<file path="src/rtl/seg7_scan_driver.sv">
// Four-digit common-anode 7-segment scan driver with per-frame input shadowing,
// leading-zero blanking, per-digit blink and decimal-point control.
module seg7_scan_driver #(
  parameter int unsigned SCAN_CNT_W  = 16,
  parameter int unsigned BLINK_CNT_W = 25
) (
  input  logic       clk,
  input  logic       rst,
  input  logic [3:0] bcd0,
  input  logic [3:0] bcd1,
  input  logic [3:0] bcd2,
  input  logic [3:0] bcd3,
  input  logic [3:0] dp_mask,
  input  logic [3:0] blink_mask,
  input  logic       blank_lz,
  output logic [3:0] DIGIT,
  output logic [6:0] DISPLAY,
  output logic       DP,
  output logic       frame_tick
);

  logic [SCAN_CNT_W-1:0]  scan_cnt;
  logic [BLINK_CNT_W-1:0] blink_cnt;
  logic                   blink_phase;
  logic [1:0]             idx;
  logic [3:0][3:0]        sh_bcd;
  logic [3:0]             sh_dp;
  logic [3:0]             sh_blink;

  logic                   wrap;
  logic                   capture;
  logic                   phase_nxt;
  logic [1:0]             idx_nxt;
  logic [3:0][3:0]        eff_bcd;
  logic [3:0]             eff_dp;
  logic [3:0]             eff_blink;
  logic [3:0]             lz_mask;
  logic [3:0]             digit_nxt;
  logic [6:0]             seg_nxt;
  logic                   dp_nxt;

  function automatic logic [6:0] seg_decode(input logic [3:0] code);
    case (code)
      4'd0:    seg_decode = 7'b100_0000;
      4'd1:    seg_decode = 7'b111_1001;
      4'd2:    seg_decode = 7'b010_0100;
      4'd3:    seg_decode = 7'b011_0000;
      4'd4:    seg_decode = 7'b001_1001;
      4'd5:    seg_decode = 7'b001_0010;
      4'd6:    seg_decode = 7'b000_0010;
      4'd7:    seg_decode = 7'b111_1000;
      4'd8:    seg_decode = 7'b000_0000;
      4'd9:    seg_decode = 7'b001_0000;
      4'd10:   seg_decode = 7'b011_1111;
      default: seg_decode = 7'b111_1111;
    endcase
  endfunction

  always_comb begin
    wrap      = &scan_cnt;
    capture   = wrap && (idx == 2'd3);
    phase_nxt = blink_phase ^ (&blink_cnt);
    idx_nxt   = idx + 2'd1;

    // On a capture edge digit 0 is decoded straight from the values being latched.
    eff_bcd   = capture ? {bcd3, bcd2, bcd1, bcd0} : sh_bcd;
    eff_dp    = capture ? dp_mask : sh_dp;
    eff_blink = capture ? blink_mask : sh_blink;

    lz_mask    = '0;
    lz_mask[3] = blank_lz && (eff_bcd[3] == 4'd0);
    lz_mask[2] = lz_mask[3] && (eff_bcd[2] == 4'd0);
    lz_mask[1] = lz_mask[2] && (eff_bcd[1] == 4'd0);

    digit_nxt = ~(4'b0001 << idx_nxt);
    seg_nxt   = lz_mask[idx_nxt] ? 7'h7F : seg_decode(eff_bcd[idx_nxt]);
    dp_nxt    = ~eff_dp[idx_nxt];
    if (phase_nxt && eff_blink[idx_nxt]) begin
      seg_nxt = 7'h7F;
      dp_nxt  = 1'b1;
    end
  end

  always_ff @(posedge clk or negedge rst) begin
    if (!rst) begin
      scan_cnt    <= '0;
      blink_cnt   <= '0;
      blink_phase <= 1'b0;
      idx         <= 2'd3;
      sh_bcd      <= {4{4'd11}};
      sh_dp       <= '0;
      sh_blink    <= '0;
      DIGIT       <= '1;
      DISPLAY     <= '1;
      DP          <= 1'b1;
      frame_tick  <= 1'b0;
    end else begin
      scan_cnt    <= scan_cnt + 1'b1;
      blink_cnt   <= blink_cnt + 1'b1;
      blink_phase <= phase_nxt;
      frame_tick  <= capture;
      if (wrap) begin
        idx     <= idx_nxt;
        DIGIT   <= digit_nxt;
        DISPLAY <= seg_nxt;
        DP      <= dp_nxt;
      end
      if (capture) begin
        sh_bcd   <= {bcd3, bcd2, bcd1, bcd0};
        sh_dp    <= dp_mask;
        sh_blink <= blink_mask;
      end
    end
  end

endmodule

</file>
<file path="config.mk">
export PLATFORM = sky130hd
export DESIGN_NAME = seg7_scan_driver
export DESIGN_NICKNAME = d
export VERILOG_FILES = /design/src/rtl/seg7_scan_driver.sv
export SDC_FILE = /design/constraint.sdc
export NUM_CORES = 1
export LEC_CHECK = 0
export ABC_CLOCK_PERIOD_IN_PS = 4600
export BUFFER_PORTS_ARGS = -buffer_cell sky130_fd_sc_hd__buf_4
export CORE_ASPECT_RATIO = 1.25
export CORE_MARGIN = 10
export CORE_UTILIZATION = 50
export DETAILED_ROUTE_END_ITERATION = 10
export PLACE_DENSITY_LB_ADDON = 0.25
export REMOVE_ABC_BUFFERS = 1
export SKIP_CTS_REPAIR_TIMING = 1
export SLEW_MARGIN = 20
export SYNTH_ARGS = -nofsm -noshare
export SYNTH_HDL_FRONTEND = slang
export SYNTH_SLANG_ARGS = --single-unit
</file>
<file path="constraint.sdc">
create_clock -name clk -period 4.6 [get_ports clk]
set_input_delay 0.69 -clock clk [delete_from_list [all_inputs] [get_ports clk]]
set_output_delay 0.69 -clock clk [all_outputs]
set_load 0.02 [all_outputs]
</file>
==> flow_summary.yaml <==
logic_synthesis:
  synth_top_area_share_pct: 35.3
  synth.most_common_cell: "dfrtp_1"
  syn_inst: 321
  ys_warn_count: 0
  synth_area_leader_cell: "dfrtp_1"
  synth.avg_cell_area_um2: 12.2
  synth_edf_count: 0
  synth_seq_cells: 81
  synthArstFlopShare_pct: 100
  synthTopCellsByCount: "dfrtp_1, dfstp_2, xnor2_1"
  yosysSeqAreaShare_pct: 52.8
  synthTopCellsByArea: "dfrtp_1, dfstp_2, xnor2_1"
  ys.flop_type: "dfrtp_1"
  ys_types: 46
  synth_area_mm2: 0.00390
die:
  pin_count: 40
  die_w_um: 99.0
  die_h_um: 119
  core_area_mm2: 0.00749
  start_util_pct: 52.1
  fp-row-count: 35
  dieArea_mm2: 0.0118
setup_path:
  crit_top_cell: "ha_1"
  arrival_ps: 3630
  cp_slowest_cell: "dfstp_2"
  crit_type: "reg2reg"
  cp_top_family: "multiplexers"
  path_cells: "ha_1, nand4_1, nor4_4, buf_4, mux4_2, mux2i_1, inv_1, ha_1, mux2_4, nand2_2, a21oi_2"
  cp.required_ps: 4880
  start_kind: "flip-flop"
  end_kind: "flip-flop"
  max_stage_delay_ps: 690
  cp_max_fo: 33
  critPathBufInv: 2
detailed_routing:
  drtIter0Drc: 70
  route.vias.total: 2476
  routed_wl_um: 7250
  detail_route.wl_per_cell_um: 15.8
  firstDrtPassIters: 4
  antenna_left: 0
  drc: 0
  vias_per_cell: 5.38
clock_tree:
  clockBufferDepth: 2
  cts_sinks: 81
  cts_tree: "built"
  htreeDepth: 3
  path_clk_slew_ps: 90
  cts_made_buffers: 9
  clockRootBuffer: "clkbuf_8"
  clk_latency_ps: 360
sta:
  setup_ws_ps: 1250
  period_minus_slack_ps: 3350
  fin_crit_sh_pct: 72.9
  max_freq_mhz: 298
  rsz0062_at_grt: "false"
  fin_skew_ps: 10.8
  worst_pin_slew_ps: 1000
  holdWs_ps: 474
  tns_ps: 0
  slew_headroom_pct: 33.3
  setup_viol: 0
  slew_viol_final: 0
  final_hold_viol_count: 0
global_routing:
  grt_overflow: 0
  gr-usage-all-layers_pct: 12.9
  grt_pass1_wl_um: 12600
  grt_max_degree: 82
  grt_pass1_vias: 2664
  antenna_found_initial: 0
pwr:
  peakVddDrop_v: 0.000215
  p_per_area_mw_per_mm2: 316
  p_leak_uw: 0.00214
place:
  port_buffers: 39
  gp_congestion: 0.772
  place_hpwl_um: 5300
  dpl_worst_slack_ps: 1240
  postPlaceCellArea_mm2: 0.00427
finish:
  postLayoutCoreUtil_pct: 60.6
  num-fill-cells: 613
  final_net_count: 402
  area_delta_synth_final_pct: 16.2
  drive_gt1_share_pct: 31.8
  stdcell_area_mm2: 0.00454
  n_antenna_cell: 0
run_status:
  status: "completed"
flow_run:
  cap_violations: 0
worst_hold_path:
  min_path_type: "reg2reg"
-- final timing paths --
path,slack [ps],to,depth (start not counted),start
max,1250,DISPLAY[0],11,idx[0]
min,470,blink_cnt[15],1,blink_cnt[15]
max reg2reg,1250,DISPLAY[0],11,idx[0]
min reg2reg,470,blink_cnt[15],1,blink_cnt[15]
max in group asynchronous,3470,sh_dp[3],1,rst
min in group asynchronous,490,blink_cnt[13],1,rst
-- registers in the layout, indices dropped and copies added, names as in the netlist --
register and cells:
DIGIT 4, DISPLAY 7, DP 1, blink_cnt 25, blink_phase 1, frame_tick 1, idx 2, scan_cnt 16
sh_bcd 16, sh_blink 4, sh_dp 4
-- cell families (layout without fill, tap and decap cells) --
| group | Yosys count | in the layout | share of synthesized area, % |
|---|---|---|---|
| simple gates | 102 | 102 | 14.3 |
| compound gates | 22 | 22 | 3.62 |
| xor+xnor | 39 | 39 | 8.75 |
| mux | 41 | 41 | 14.2 |
| flops | 81 | 81 | 52.8 |
| buf+inv | 25 | 72 | 2.85 |
| fa+ha+maj | 11 | 11 | 3.53 |
-- through the flow --
stage | power (µW) | std cells
6_report | 1430 | 460
5_1_grt | 1470 | 460
4_1_cts | 1440 | 460
3_5_place_dp | 763 | 445
3_3_place_gp | 763 | 445
2_1_floorplan | 728 | 313
-- layer usage --
metal / global-route usage [%] / share of wire [%] / up-vias
met5: 0 / 0 / -
met4: 7.00 / 2.3 / 0
met3: 3.61 / 4.6 / 14
met2: 19.4 / 45 / 46
met1: 16.3 / 48 / 1206
li1: - / - / 1210
-- power by group --
| group | leakage (µW) | total [µW] | internal (µW) | switching [µW] |
|---|---|---|---|---|
| Combinational | 0.000999 | 36.1 | 15.6 | 20.5 |
| Clock | 0.000129 | 683 | 427 | 256 |
| Sequential | 0.00101 | 713 | 713 | 0 |
| Total | 0.00214 | 1430 | 1160 | 276 |
-- placed cells by master, fill, tap and decap left out, drive strengths merged, types with 2 or more instances in the layout --
cell and n:
or3 2, o21ai 6, mux2i 14, inv 16, nand2 21, nor2 22
nor4 7, xnor2 24, or4 2, bufinv 4, nor3 3, buf 40
xor2 15, ha 11, nand4 9, nand3 20, and4 2, a21oi 10
nand2b 2, and3 5, nor2b 3, clkbuf 10, dfrtp 55, mux4 8
o211ai 2, mux2 19, dfstp 26
-- cell type report --
class | instances | area, µm² | share of cell area (%)
clock buffers | 10 | 138 | 3.03
inverters | 17 | 63.8 | 1.41
multi-input cells | 215 | 1730 | 38.2
well taps | 92 | 115 | 2.54
flip-flops and latches | 81 | 2060 | 45.4
clock inverters | 5 | 128 | 2.81
repair buffers | 40 | 300 | 6.62
-- worst register-to-register path, stage by stage, from the launching register on --
cell	delay [ps]
dfstp_2	690
ha_1	230
nand4_1	140
nor4_4	150
buf_4	430
mux4_2	580
mux2i_1	350
inv_1	120
ha_1	210
mux2_4	260
nand2_2	70
a21oi_2	50
(Power assumes the default switching activity.)
